--- src/rtl/sys_array_sequencer_if.sv ---
// Host/fetcher-side bundle of the systolic-array run sequencer.
// First-mismatch capture signals exist only with SEQ_FIRST_ERR_EN.
interface sys_array_sequencer_if #(
  parameter int DATA_WIDTH = 8,
  parameter int RES_ROWS   = 2,
  parameter int RES_COLS   = 2
);
  localparam int RW = (RES_ROWS > 1) ? $clog2(RES_ROWS) : 1;
  localparam int CW = (RES_COLS > 1) ? $clog2(RES_COLS) : 1;
  localparam int RDW = 2 * DATA_WIDTH;

  logic           go;
  logic           abort;
  logic           load_params;
  logic           start_comp;
  logic           ready;
  logic [RW-1:0]  res_row;
  logic [CW-1:0]  res_col;
  logic [RDW-1:0] res_data;
  logic [RDW-1:0] exp_data;
  logic           busy;
  logic           done;
  logic           pass;
  logic [7:0]     err_count;
  logic           timeout;
`ifdef SEQ_FIRST_ERR_EN
  logic           first_err_valid;
  logic [RW-1:0]  first_err_row;
  logic [CW-1:0]  first_err_col;
  logic [RDW-1:0] first_err_data;

  modport slave (
    input  go, abort, ready, res_data, exp_data,
    output load_params, start_comp, res_row, res_col,
    output busy, done, pass, err_count, timeout,
    output first_err_valid, first_err_row,
    output first_err_col, first_err_data
  );
  modport master (
    output go, abort, ready, res_data, exp_data,
    input  load_params, start_comp, res_row, res_col,
    input  busy, done, pass, err_count, timeout,
    input  first_err_valid, first_err_row,
    input  first_err_col, first_err_data
  );
`else
  modport slave (
    input  go, abort, ready, res_data, exp_data,
    output load_params, start_comp, res_row, res_col,
    output busy, done, pass, err_count, timeout
  );
  modport master (
    output go, abort, ready, res_data, exp_data,
    input  load_params, start_comp, res_row, res_col,
    input  busy, done, pass, err_count, timeout
  );
`endif
endinterface

--- src/rtl/sys_array_sequencer.sv ---
// One-shot run controller: load, start, wait, then check every result.
// Optional first-mismatch capture is enabled by SEQ_FIRST_ERR_EN.
module sys_array_sequencer #(
  parameter int DATA_WIDTH  = 8,
  parameter int RES_ROWS    = 2,
  parameter int RES_COLS    = 2,
  parameter int LOAD_CYCLES = 4,
  parameter int TIMEOUT     = 1023
) (
  input logic clk,
  input logic reset_n,
  sys_array_sequencer_if.slave bus
);
  localparam int RW = (RES_ROWS > 1) ? $clog2(RES_ROWS) : 1;
  localparam int CW = (RES_COLS > 1) ? $clog2(RES_COLS) : 1;
  localparam int RDW = 2 * DATA_WIDTH;

  typedef enum logic [2:0] {
    S_IDLE, S_LOAD, S_ACK, S_RUN, S_CHECK, S_DONE
  } state_e;

  state_e        state_q, state_d;
  logic [7:0]    lcnt_q, lcnt_d;
  logic [15:0]   tmr_q, tmr_d;
  logic          ph_q, ph_d;
  logic [RW-1:0] row_q, row_d;
  logic [CW-1:0] col_q, col_d;
  logic [7:0]    err_q, err_d;
  logic          to_q, to_d;
  logic          pass_q, pass_d;
  logic          done_q, done_d;
  logic          lp_q, lp_d;
  logic          sc_q, sc_d;
  logic          busy_q, busy_d;
`ifdef SEQ_FIRST_ERR_EN
  logic           fev_q, fev_d;
  logic [RW-1:0]  fer_q, fer_d;
  logic [CW-1:0]  fec_q, fec_d;
  logic [RDW-1:0] fed_q, fed_d;
`endif

  logic mism;
  logic last_el;
  logic last_col;
  logic tmr_end;

  assign mism     = bus.res_data != bus.exp_data;
  assign last_col = col_q == CW'(RES_COLS - 1);
  assign last_el  = last_col && (row_q == RW'(RES_ROWS - 1));
  assign tmr_end  = tmr_q == 16'(TIMEOUT - 1);

  always_comb begin
    state_d = state_q;
    lcnt_d  = lcnt_q;
    tmr_d   = tmr_q;
    ph_d    = ph_q;
    row_d   = row_q;
    col_d   = col_q;
    err_d   = err_q;
    to_d    = to_q;
    pass_d  = pass_q;
`ifdef SEQ_FIRST_ERR_EN
    fev_d = fev_q;
    fer_d = fer_q;
    fec_d = fec_q;
    fed_d = fed_q;
`endif
    if (bus.abort) begin
      state_d = S_IDLE;
      lcnt_d  = '0;
      tmr_d   = '0;
      ph_d    = 1'b0;
      row_d   = '0;
      col_d   = '0;
      err_d   = '0;
      to_d    = 1'b0;
      pass_d  = 1'b0;
`ifdef SEQ_FIRST_ERR_EN
      fev_d = 1'b0;
      fer_d = '0;
      fec_d = '0;
      fed_d = '0;
`endif
    end else begin
      unique case (state_q)
        S_IDLE, S_DONE: begin
          if (bus.go) begin
            state_d = S_LOAD;
            lcnt_d  = '0;
            ph_d    = 1'b0;
            row_d   = '0;
            col_d   = '0;
            err_d   = '0;
            to_d    = 1'b0;
            pass_d  = 1'b0;
`ifdef SEQ_FIRST_ERR_EN
            fev_d = 1'b0;
            fer_d = '0;
            fec_d = '0;
            fed_d = '0;
`endif
          end
        end
        S_LOAD: begin
          if (lcnt_q == 8'(LOAD_CYCLES - 1)) begin
            state_d = S_ACK;
            tmr_d   = '0;
          end else begin
            lcnt_d = lcnt_q + 8'd1;
          end
        end
        S_ACK: begin
          // Progress wins over a timeout landing on the same cycle
          if (!bus.ready) begin
            state_d = S_RUN;
            tmr_d   = '0;
          end else if (tmr_end) begin
            state_d = S_DONE;
            to_d    = 1'b1;
            pass_d  = 1'b0;
          end else begin
            tmr_d = tmr_q + 16'd1;
          end
        end
        S_RUN: begin
          if (bus.ready) begin
            state_d = S_CHECK;
            ph_d    = 1'b0;
          end else if (tmr_end) begin
            state_d = S_DONE;
            to_d    = 1'b1;
            pass_d  = 1'b0;
          end else begin
            tmr_d = tmr_q + 16'd1;
          end
        end
        S_CHECK: begin
          ph_d = ~ph_q;
          if (ph_q) begin
            if (mism && err_q != 8'hFF) err_d = err_q + 8'd1;
`ifdef SEQ_FIRST_ERR_EN
            if (mism && !fev_q) begin
              fev_d = 1'b1;
              fer_d = row_q;
              fec_d = col_q;
              fed_d = bus.res_data;
            end
`endif
            if (last_el) begin
              state_d = S_DONE;
              pass_d  = (err_d == 8'd0) && !to_q;
            end else if (last_col) begin
              col_d = '0;
              row_d = row_q + RW'(1);
            end else begin
              col_d = col_q + CW'(1);
            end
          end
        end
        default: state_d = S_IDLE;
      endcase
    end
    done_d = (state_d == S_DONE) && (state_q != S_DONE);
    lp_d   = state_d == S_LOAD;
    sc_d   = state_d == S_ACK;
    busy_d = !(state_d inside {S_IDLE, S_DONE});
  end

  always_ff @(posedge clk) begin
    if (!reset_n) begin
      state_q <= S_IDLE;
      lcnt_q  <= '0;
      tmr_q   <= '0;
      ph_q    <= 1'b0;
      row_q   <= '0;
      col_q   <= '0;
      err_q   <= '0;
      to_q    <= 1'b0;
      pass_q  <= 1'b0;
      done_q  <= 1'b0;
      lp_q    <= 1'b0;
      sc_q    <= 1'b0;
      busy_q  <= 1'b0;
`ifdef SEQ_FIRST_ERR_EN
      fev_q <= 1'b0;
      fer_q <= '0;
      fec_q <= '0;
      fed_q <= '0;
`endif
    end else begin
      state_q <= state_d;
      lcnt_q  <= lcnt_d;
      tmr_q   <= tmr_d;
      ph_q    <= ph_d;
      row_q   <= row_d;
      col_q   <= col_d;
      err_q   <= err_d;
      to_q    <= to_d;
      pass_q  <= pass_d;
      done_q  <= done_d;
      lp_q    <= lp_d;
      sc_q    <= sc_d;
      busy_q  <= busy_d;
`ifdef SEQ_FIRST_ERR_EN
      fev_q <= fev_d;
      fer_q <= fer_d;
      fec_q <= fec_d;
      fed_q <= fed_d;
`endif
    end
  end

  assign bus.load_params = lp_q;
  assign bus.start_comp  = sc_q;
  assign bus.res_row     = row_q;
  assign bus.res_col     = col_q;
  assign bus.busy        = busy_q;
  assign bus.done        = done_q;
  assign bus.pass        = pass_q;
  assign bus.err_count   = err_q;
  assign bus.timeout     = to_q;
`ifdef SEQ_FIRST_ERR_EN
  assign bus.first_err_valid = fev_q;
  assign bus.first_err_row   = fer_q;
  assign bus.first_err_col   = fec_q;
  assign bus.first_err_data  = fed_q;
`endif
endmodule

--- src/flat_wrapper.sv ---
// flat-port wrapper written by rule: the top's interface ports become plain ports
module sys_array_sequencer_flat 
#(
  parameter int DATA_WIDTH  = 8,
  parameter int RES_ROWS    = 2,
  parameter int RES_COLS    = 2,
  parameter int LOAD_CYCLES = 4,
  parameter int TIMEOUT     = 1023
)
  (clk, reset_n, bus_go, bus_abort, bus_ready, bus_res_data, bus_exp_data, bus_load_params, bus_start_comp, bus_res_row, bus_res_col, bus_busy, bus_done, bus_pass, bus_err_count, bus_timeout);
  sys_array_sequencer_if #(.DATA_WIDTH(DATA_WIDTH), .RES_ROWS(RES_ROWS), .RES_COLS(RES_COLS)) bus_i ();
  input logic clk;
  input logic reset_n;
  input wire logic [$bits(bus_i.go)-1:0] bus_go;
  input wire logic [$bits(bus_i.abort)-1:0] bus_abort;
  input wire logic [$bits(bus_i.ready)-1:0] bus_ready;
  input wire logic [$bits(bus_i.res_data)-1:0] bus_res_data;
  input wire logic [$bits(bus_i.exp_data)-1:0] bus_exp_data;
  output wire logic [$bits(bus_i.load_params)-1:0] bus_load_params;
  output wire logic [$bits(bus_i.start_comp)-1:0] bus_start_comp;
  output wire logic [$bits(bus_i.res_row)-1:0] bus_res_row;
  output wire logic [$bits(bus_i.res_col)-1:0] bus_res_col;
  output wire logic [$bits(bus_i.busy)-1:0] bus_busy;
  output wire logic [$bits(bus_i.done)-1:0] bus_done;
  output wire logic [$bits(bus_i.pass)-1:0] bus_pass;
  output wire logic [$bits(bus_i.err_count)-1:0] bus_err_count;
  output wire logic [$bits(bus_i.timeout)-1:0] bus_timeout;
  assign bus_i.go = bus_go;
  assign bus_i.abort = bus_abort;
  assign bus_i.ready = bus_ready;
  assign bus_i.res_data = bus_res_data;
  assign bus_i.exp_data = bus_exp_data;
  assign bus_load_params = bus_i.load_params;
  assign bus_start_comp = bus_i.start_comp;
  assign bus_res_row = bus_i.res_row;
  assign bus_res_col = bus_i.res_col;
  assign bus_busy = bus_i.busy;
  assign bus_done = bus_i.done;
  assign bus_pass = bus_i.pass;
  assign bus_err_count = bus_i.err_count;
  assign bus_timeout = bus_i.timeout;
  sys_array_sequencer #(.DATA_WIDTH(DATA_WIDTH), .RES_ROWS(RES_ROWS), .RES_COLS(RES_COLS), .LOAD_CYCLES(LOAD_CYCLES), .TIMEOUT(TIMEOUT)) u_core (.clk(clk), .reset_n(reset_n), .bus(bus_i));
endmodule
--- config.mk ---
export PLATFORM = sky130hd
export DESIGN_NAME = sys_array_sequencer_flat
export DESIGN_NICKNAME = d
export VERILOG_FILES = /design/src/rtl/sys_array_sequencer_if.sv /design/src/rtl/sys_array_sequencer.sv /design/src/flat_wrapper.sv
export SDC_FILE = /design/constraint.sdc
export NUM_CORES = 1
export LEC_CHECK = 0
export CAP_MARGIN = 5
export CORE_MARGIN = 3
export CORE_UTILIZATION = 55
export CTS_CLUSTER_DIAMETER = 80
export DETAILED_ROUTE_END_ITERATION = 7
export PLACE_DENSITY = 0.95
export SYNTH_ARGS = -nofsm -noshare
export SYNTH_HDL_FRONTEND = slang
export SYNTH_SLANG_ARGS = --single-unit
--- constraint.sdc ---
create_clock -name clk -period 3.2 [get_ports clk]
set_input_delay 0.8 -clock clk [delete_from_list [all_inputs] [get_ports clk]]
set_output_delay 0.8 -clock clk [all_outputs]
set_load 0.05 [all_outputs]
### Yosys cells after proc, flatten, opt, wreduce, memory -nomap -nowiden

Cells that the tools add are included.

* flip-flop bits (word level): 44
* word-level logic and storage cells: 113

* $add $sub $neg: 5
* reduce and logical (&&, ||, !) cells: 26
* bitwise logic cells: 2
* muxes and demuxes: 44
* eq/ne operators: 23

Operator list (number)
* 2-to-1 mux 16 bit: 4
* 2-to-1 mux 8 bit: 7
* one-hot mux 16 bit (3 select lines): 1
* one-hot mux 8 bit (2 select lines): 2
* 2-to-1 mux 3 bit: 8
* adder 16 x 1 -> 16 bit, second input constant: 1
* adder 8 x 1 -> 8 bit, second input constant: 2
* == test 16 x 10 -> 1 bit, second input constant: 1
* 2-to-1 mux 1 bit: 16
* inequality test 16 bit: 1
* one-hot mux 3 bit (5 select lines): 1
* inequality test 2 bit, second input constant: 6
* AND reduction 3 bit: 4
* == test 3 x 2 -> 1 bit, second input constant: 3
* == test 3 bit, second input constant: 3
* nonzero test 3 bit: 3
* == test 8 x 2 -> 1 bit, second input constant: 1
* zero test 8 bit: 1
* inequality test 2 x 1 -> 1 bit, second input constant: 4
* inequality test 8 bit, second input constant: 1
* AND reduction 4 bit: 2
* == test 3 x 1 -> 1 bit, second input constant: 2
* zero test 3 bit: 2
* one-hot mux 1 bit (3 select lines): 2
* 12 further kinds: 22

### Logic depth before layout (Yosys ltp)

Gate-level depths: netlist of run 1.

* depth after elaboration: 11
* mapped depth: 8

### Worst setup path after synthesis of run 1

OpenSTA, ideal clock, no wires.

* kind: flip-flop to flip-flop
* from: reg u_core.err_q[0] (netlist: u_core.bus.err_count[0])
* to: reg u_core.err_q[3] (netlist: u_core.bus.err_count[3])
* setup slack: 1055 ps
* path buffers: 1
* stages on the path, launching flop included: 8
* arrival: 1989 ps
* data required time: 3044 ps
* clock period less this slack: 2145 ps
* cell sequence: dfxtp_1 > ha_1 > and3_1 > nand3_2 > and3_2 > buf_2 > a21oi_1 > a211oi_1

* word-level cells in the longest chain between the ends: 8

Ends and longest elaborated chain
* start: declaration: RTL line sys_array_sequencer.sv:28 `logic [7:0] err_q, err_d;`
* start signal: assignment: RTL line sys_array_sequencer.sv:197 `err_q <= err_d;`
* branches (longest 2 deep; another with adder 8 x 1 -> 8 bit)
* 2-to-1 mux 8 bit *: RTL line sys_array_sequencer.sv:140 `if (mism && err_q != 8'hFF) err_d = err_q + 8'd1;`
* 2-to-1 mux 8 bit *: RTL line sys_array_sequencer.sv:139 `if (ph_q) begin`
* 2-to-1 mux 8 bit *: RTL line sys_array_sequencer.sv:85 `unique case (state_q)`
* 2-to-1 mux 8 bit *: RTL line sys_array_sequencer.sv:68 `if (bus.abort) begin`
* 2-to-1 mux 8 bit *: RTL line sys_array_sequencer.sv:139
* one-hot mux 8 bit (2 select lines) *: RTL line sys_array_sequencer.sv:85

Mark *: on every way between the ends. The select of a mux whose other input is x is not followed.
A chain may end at the register's enable or synchronous reset.

### Worst setup path in the final report of run 1

* from: reg u_core.err_q[7] (netlist: u_core.bus.err_count[7])
* to: out bus_err_count[7]

RTL lines
* end: declaration: RTL line flat_wrapper.sv:26 `output wire logic [$bits(bus_i.err_count)-1:0] bus_err_count;`

No word-level cell between the ends.

==> run_results.csv, run 1 <==
group,metric,value,unit
floorplan,start_util,0.587,
clocking,cts_tree,"done",
clocking,clkTransAtPathRegs,80,ps
grt,overflow,0,
power,p_int,0.865,mW
setup_path,slowest_stage,"clkdlybuf4s50_1",
drt,ant_nets,0,
drt,vias,2561,
sta,tns,0,ps
sta,rsz0062_at_grt,"no",
sta,max_slew_margin,0.630,
placement,dpl-instance-area,0.00320,sq mm
setup_path,path_cells,"clkdlybuf4s50_1",
clocking,cts_buffers,5,
clocking,clockBufferDepth,2,
floorplan,die-area,0.00567,sq mm
drt,drtIter0Drc,192,
clocking,cts-root-buf,"clkbuf_8",
grt,grt_first_pass_wirelength,10700,microns
logic_synthesis,syn-instance-count,323,
logic_synthesis,seq_area_frac_synth,0.333,
logic_synthesis,synth_cell_types,55,
sta,fmax,402,MHz
logic_synthesis,synth.most_common_cell,"dfxtp_1",
placement,routabilityCongestion,0.876,
setup_path,cp.depth,1,
setup_path,rr_worst_depth,6,
setup_path,crit_required,2400,ps
placement,port_buffers,52,
sta,hold_viol_final,0,
setup_path,cp.arrival,1690,ps
drt,vias_per_cell,5.98,
clocking,cts_setup_buffers,0,
power,seqPwrFrac,0.499,
final_layout,layout.nets,416,
final_layout,fin_util,0.738,
power,ir_worst_vdd,247,uV
drt,drc,0,
sta,setup_viol,0,
logic_synthesis,synth_top_area_frac,0.333,
logic_synthesis,synth_edf_count,0,
floorplan,rows,24,
grt,groute.usage.overall,0.242,
power,finalPower,1.11,mW
clocking,clk_latency,300,ps
logic_synthesis,avgSynthCellArea,8.18,sq um
sta,fin_crit_sh,0.778,
placement,hpwl,4630,microns
power,netSwitchingPower,0.241,mW
setup_path,critPathCaptureType,"output pin",
drt,wirelength,6250,microns
sta,worstMarginPinSlew,554,ps
final_layout,antenna_cells,0,
run_status,status,"complete, no violations",
setup_path,reg2reg_slack,1090,ps
floorplan,die_w,75.3,microns
grt,grt_pass1_vias,2412,
final_layout,finalInstanceArea,0.00332,sq mm
power,clkPwrFrac,0.402,
logic_synthesis,synthTopCellsByArea,"dfxtp_1, xor2_1, a21oi_1, nor2_1, xnor2_1",
setup_path,crit_path_start,"u_core.bus.err_count[7]",
power,p_leak,1.12,nW
worst_hold_path,hp-class,"reg2reg",
clocking,clkSinkCount,44,
floorplan,ioPinCount,53,
logic_synthesis,synth_area_leader_cell,"dfxtp_1",
setup_path,cp-endpoint,"bus_err_count[7]",
floorplan,fp.dieH,75.3,microns
drt,wire_per_inst,14.6,microns
logic_synthesis,async_reset_ff_frac,0,
logic_synthesis,synth_commonest_cells,"dfxtp_1, nor2_1, a21oi_1, nand2_1, xor2_1",
setup_path,max_stage_delay,880,ps
setup_path,path_class,"reg2out",
flow_run,max_cap_violations,0,
power,power_density,333,mW/mm^2
logic_synthesis,synth.net_count,364,
final_layout,fillerInstances,330,
clocking,cts_resized,0,
clocking,htreeDepth,2,
sta,maxSlewViolCount,0,
logic_synthesis,ys_warn_count,0,
sta,min_period,2490,ps
grt,antenna_found_initial,0,
setup_path,cp_top_family,"buffers and inverters",
grt,grt_max_degree,18,
power,combPwrFrac,0.099,
setup_path,r2r-start,"u_core.state_q[2]",
final_layout,layout-drive-gt1-share,0.0718,
power,p_sw_frac,0.218,
final_layout,syn2layout_area_growth,25.7,%
floorplan,core_area,0.00450,sq mm
logic_synthesis,synth_seq_cells,44,
logic_synthesis,syn-cell-area,0.00264,sq mm
setup_path,path_max_fanout,10,
setup_path,r2r-end,"u_core.bus.err_count[4]",
logic_synthesis,yosys_most_used_dff,"dfxtp_1",
setup_path,startpoint_type,"register",
clocking,ctsHoldBuffers,0,
sta,clock-skew-final,9.13,ps
drt,drt_pass1_iterations,5,
setup_path,critPathBufInv,1,
cell families after synthesis:
logic type	share of synthesized area
buffers and inverters	0.0289
XOR/XNOR	0.119
flip-flops	0.333
AND/OR/NAND/NOR	0.314
AO/OA/AOI/OAI	0.181
adder cells (fa/ha/maj)	0.0232
power groups by stage:
stage | clock network, mW | registers [mW] | logic (mW)
after floorplan | 0 | 0.567 | 0.0437
after global placement | 0 | 0.565 | 0.107
after detailed placement | 0 | 0.565 | 0.109
after CTS | 0.455 | 0.552 | 0.110
after global routing | 0.472 | 0.553 | 0.119
final | 0.444 | 0.552 | 0.110
routing by layer:
layer | up-vias | share of wire | track usage
met4 | 0 | 0.020 | 0.107
li1 | 1278 | - | -
met5 | - | 0 | 0
met1 | 1163 | 0.43 | 0.304
met2 | 106 | 0.48 | 0.379
met3 | 14 | 0.074 | 0.0792
per-stage QoR:
stage               setup WS [ps]  cells  hold WS, ps
global route                  647    428          529
detailed placement            464    420          494
floorplan                    1050    323          479
CTS                           713    428          512
finish                        712    428          510
global placement              543    420          489
worst min-delay path, cell delays in order (launching register included):
cell	delay, ps
dfxtp_1	330
nand3_1	70
o31ai_1	60
area by class of cell:
type                       count  area (sq um)  area share
multi-input combinational    262          1690       0.507
tap                           52          65.1      0.0196
clock inverter                 2          38.8      0.0117
clock buffer                   6          82.6      0.0249
sequential                    44           881       0.265
timing repair buffer          55           543       0.163
inverter                       7          26.3     0.00791
worst min path at each step:
stage	start	endpoint	slack, ps	cells after the start
after floorplan	u_core.tmr_q[9]	u_core.tmr_q[9]	480	2
after global placement	u_core.tmr_q[9]	u_core.tmr_q[9]	490	2
after detailed placement	u_core.bus.pass	u_core.bus.pass	490	2
after CTS	u_core.bus.pass	u_core.bus.pass	510	2
after global routing	u_core.bus.pass	u_core.bus.pass	530	2
final	u_core.bus.pass	u_core.bus.pass	510	2
flip-flops by register name (all words and copies together), names as in the netlist:
signal and flops:
u_core.bus.err_count 8, u_core.bus.load_params 1, u_core.bus.busy 1, u_core.bus.res_row 1, u_core.state_q 3, u_core.ph_q 1
u_core.bus.timeout 1, u_core.bus.res_col 1, u_core.bus.done 1, u_core.tmr_q 16, u_core.lcnt_q 8, u_core.bus.pass 1
u_core.bus.start_comp 1
cells in the final DEF (no fill, tap or decap), drive strengths merged, types with 2 or more instances in the layout:
master         netlist  routed
nor4                 8       8
o21a                 3       3
clkdlybuf4s50        0      52
o21ai               18      18
and3                12      12
nand4b               2       2
a21o                 2       2
nor4b                4       4
nor3                13      13
and4                 5       5
inv                  6       6
a211oi               5       5
nor2                34      34
nand2b               5       5
a21oi               28      28
xor2                22      22
nand2               23      23
or3                  4       4
dfxtp               44      44
nand3               16      16
o22ai                2       2
xnor2               14      14
nand4               11      11
clkinv               1       2
a31oi                9       9
clkbuf               3       6
buf                  7       3
ha                   4       4
nor2b                5       5
Power figures use the tool's default switching activity.
==> run 2: changes to the inputs <==
--- a/config.mk
+++ b/config.mk
@@ -7,10 +7,10 @@
 export LEC_CHECK = 0
 export CAP_MARGIN = 5
 export CORE_MARGIN = 3
-export CORE_UTILIZATION = 55
+export CORE_UTILIZATION = 52
 export CTS_CLUSTER_DIAMETER = 80
 export DETAILED_ROUTE_END_ITERATION = 7
-export PLACE_DENSITY = 0.95
+export PLACE_DENSITY = 0.91
 export SYNTH_ARGS = -nofsm -noshare
 export SYNTH_HDL_FRONTEND = slang
 export SYNTH_SLANG_ARGS = --single-unit
==> constraint.sdc (replaced) <==
create_clock -name clk -period 2.45 [get_ports clk]
set_input_delay 0.6125 -clock clk [delete_from_list [all_inputs] [get_ports clk]]
set_output_delay 0.6125 -clock clk [all_outputs]
set_load 0.05 [all_outputs]
==> run_results.csv, run 2 (synthesized netlist as in run 1, its figures left out) <==
group,metric,value,unit
run_status,status,"complete, no violations",
sta,setup_viol,0,
setup_path,critPathBufInv,1,
flow_run,max_cap_violations,0,
clocking,ctsHoldBuffers,0,
clocking,clockBufferDepth,2,
power,p_leak,1.14,nW
final_layout,layout-drive-gt1-share,0.0838,
drt,met3RoutedLength,464,microns
drt,top_layer,"met4",
final_layout,most-common-layout-cells,"clkdlybuf4s50_1, dfxtp_1, nor2_1",
sta,setup_ws,112,ps
drt,wirelength,6250,microns
floorplan,die_w,77.3,microns
clocking,cts_tree,"done",
setup_path,startpoint_type,"register",
floorplan,core_area,0.00482,sq mm
floorplan,fp.dieH,77.3,microns
setup_path,path_max_fanout,10,
final_layout,syn2layout_area_growth,27.6,%
sta,max_slew_margin,0.615,
final_layout,layout.nets,422,
floorplan,start_util,0.549,
sta,rsz0062_at_grt,"no",
sta,hold_viol_final,0,
drt,vias,2595,
floorplan,rows,25,
final_layout,fin_util,0.700,
setup_path,max_stage_delay,890,ps
floorplan,die-area,0.00597,sq mm
grt,overflow,0,
placement,place_ws,-133,ps
setup_path,path_cells,"clkdlybuf4s50_1",
clocking,cts_resized,0,
final_layout,final_cells,449,
sta,tns,0,ps
setup_path,path_class,"reg2out",
final_layout,regMostFlops,"u_core.tmr_q",
placement,port_buffers,52,
final_layout,largest_register_ffs,16,
grt,grt_max_degree,18,
clocking,clk_latency,300,ps
sta,whs,507,ps
clocking,clkSinkCount,44,
clocking,cts_setup_buffers,0,
final_layout,layout_commonest_cell,"clkdlybuf4s50_1",
drt,ant_nets,0,
setup_path,cp.arrival,1730,ps
final_layout,fillerInstances,382,
drt,drc,0,
grt,grt_first_pass_wirelength,10600,microns
final_layout,finalInstanceArea,0.00337,sq mm
sta,maxSlewViolCount,0,
clocking,htreeDepth,2,
drt,drtIter0Drc,156,
setup_path,cp_top_family,"buffers and inverters",
drt,vias_per_cell,5.78,
placement,hpwl,4670,microns
placement,dp_cells,441,
grt,groute.usage.overall,0.214,
worst_hold_path,hp-class,"reg2reg",
setup_path,crit_required,1840,ps
power,finalPower,1.41,mW
grt,grt_pass1_vias,2428,
placement,routabilityCongestion,0.874,
drt,wl_met1,2580,microns
sta,fin_crit_sh,0.954,
power,power_density,419,mW/mm^2
clocking,cts_buffers,5,
clocking,cts-root-buf,"clkbuf_8",
sta,min_period,2340,ps
sta,clock-skew-final,9.80,ps
setup_path,critPathCaptureType,"output pin",
sta,worstMarginPinSlew,577,ps
power,ir_worst_vdd,229,uV
clocking,clkTransAtPathRegs,80,ps
setup_path,slowest_stage,"clkdlybuf4s50_1",
placement,dpl-instance-area,0.00326,sq mm
sta,fmax,428,MHz
final_layout,multi_input_area,0.00169,sq mm
final_layout,register_area,881,sq um
drt,wl_met2,3100,microns
floorplan,ioPinCount,53,
drt,wire_per_inst,13.9,microns
drt,drt_pass1_iterations,4,
grt,antenna_found_initial,0,
final_layout,antenna_cells,0,
run 2: cell count changes in the layout (fill, tap and decap cells not counted), sizes merged:
cell  delta
buf      +6
run 2: power breakdown:
part / internal, mW / switching [mW] / total [mW]
Sequential: 0.717 / 0.00437 / 0.721
Combinational: 0.0818 / 0.0642 / 0.146
Clock: 0.303 / 0.244 / 0.547
Total: 1.10 / 0.313 / 1.41
run 2: final timing paths:
kind                                         startpoint               end  cells after the start  slack [ps]
worst max-delay path            u_core.bus.err_count[7]  bus_err_count[7]                      1         110
worst min-delay path                    u_core.bus.pass   u_core.bus.pass                      2         510
worst max register to register        u_core.state_q[0]   u_core.tmr_q[2]                      5         380
worst min register to register          u_core.bus.pass   u_core.bus.pass                      2         510
run 2: per-layer routing:
layer,vias to the layer above,track usage
li1,1297,-
met1,1177,0.247
met2,112,0.379
met3,9,0.0399
met4,0,0.0961
met5,-,0
run 2: area by class of cell:
cell class / instances / share of cell area
clock buffer: 6 / 0.0215
clock inverter: 2 / 0.0104
inverter: 7 / 0.00779
multi-input combinational: 262 / 0.500
sequential: 44 / 0.261
tap: 67 / 0.0249
timing repair buffer: 61 / 0.174
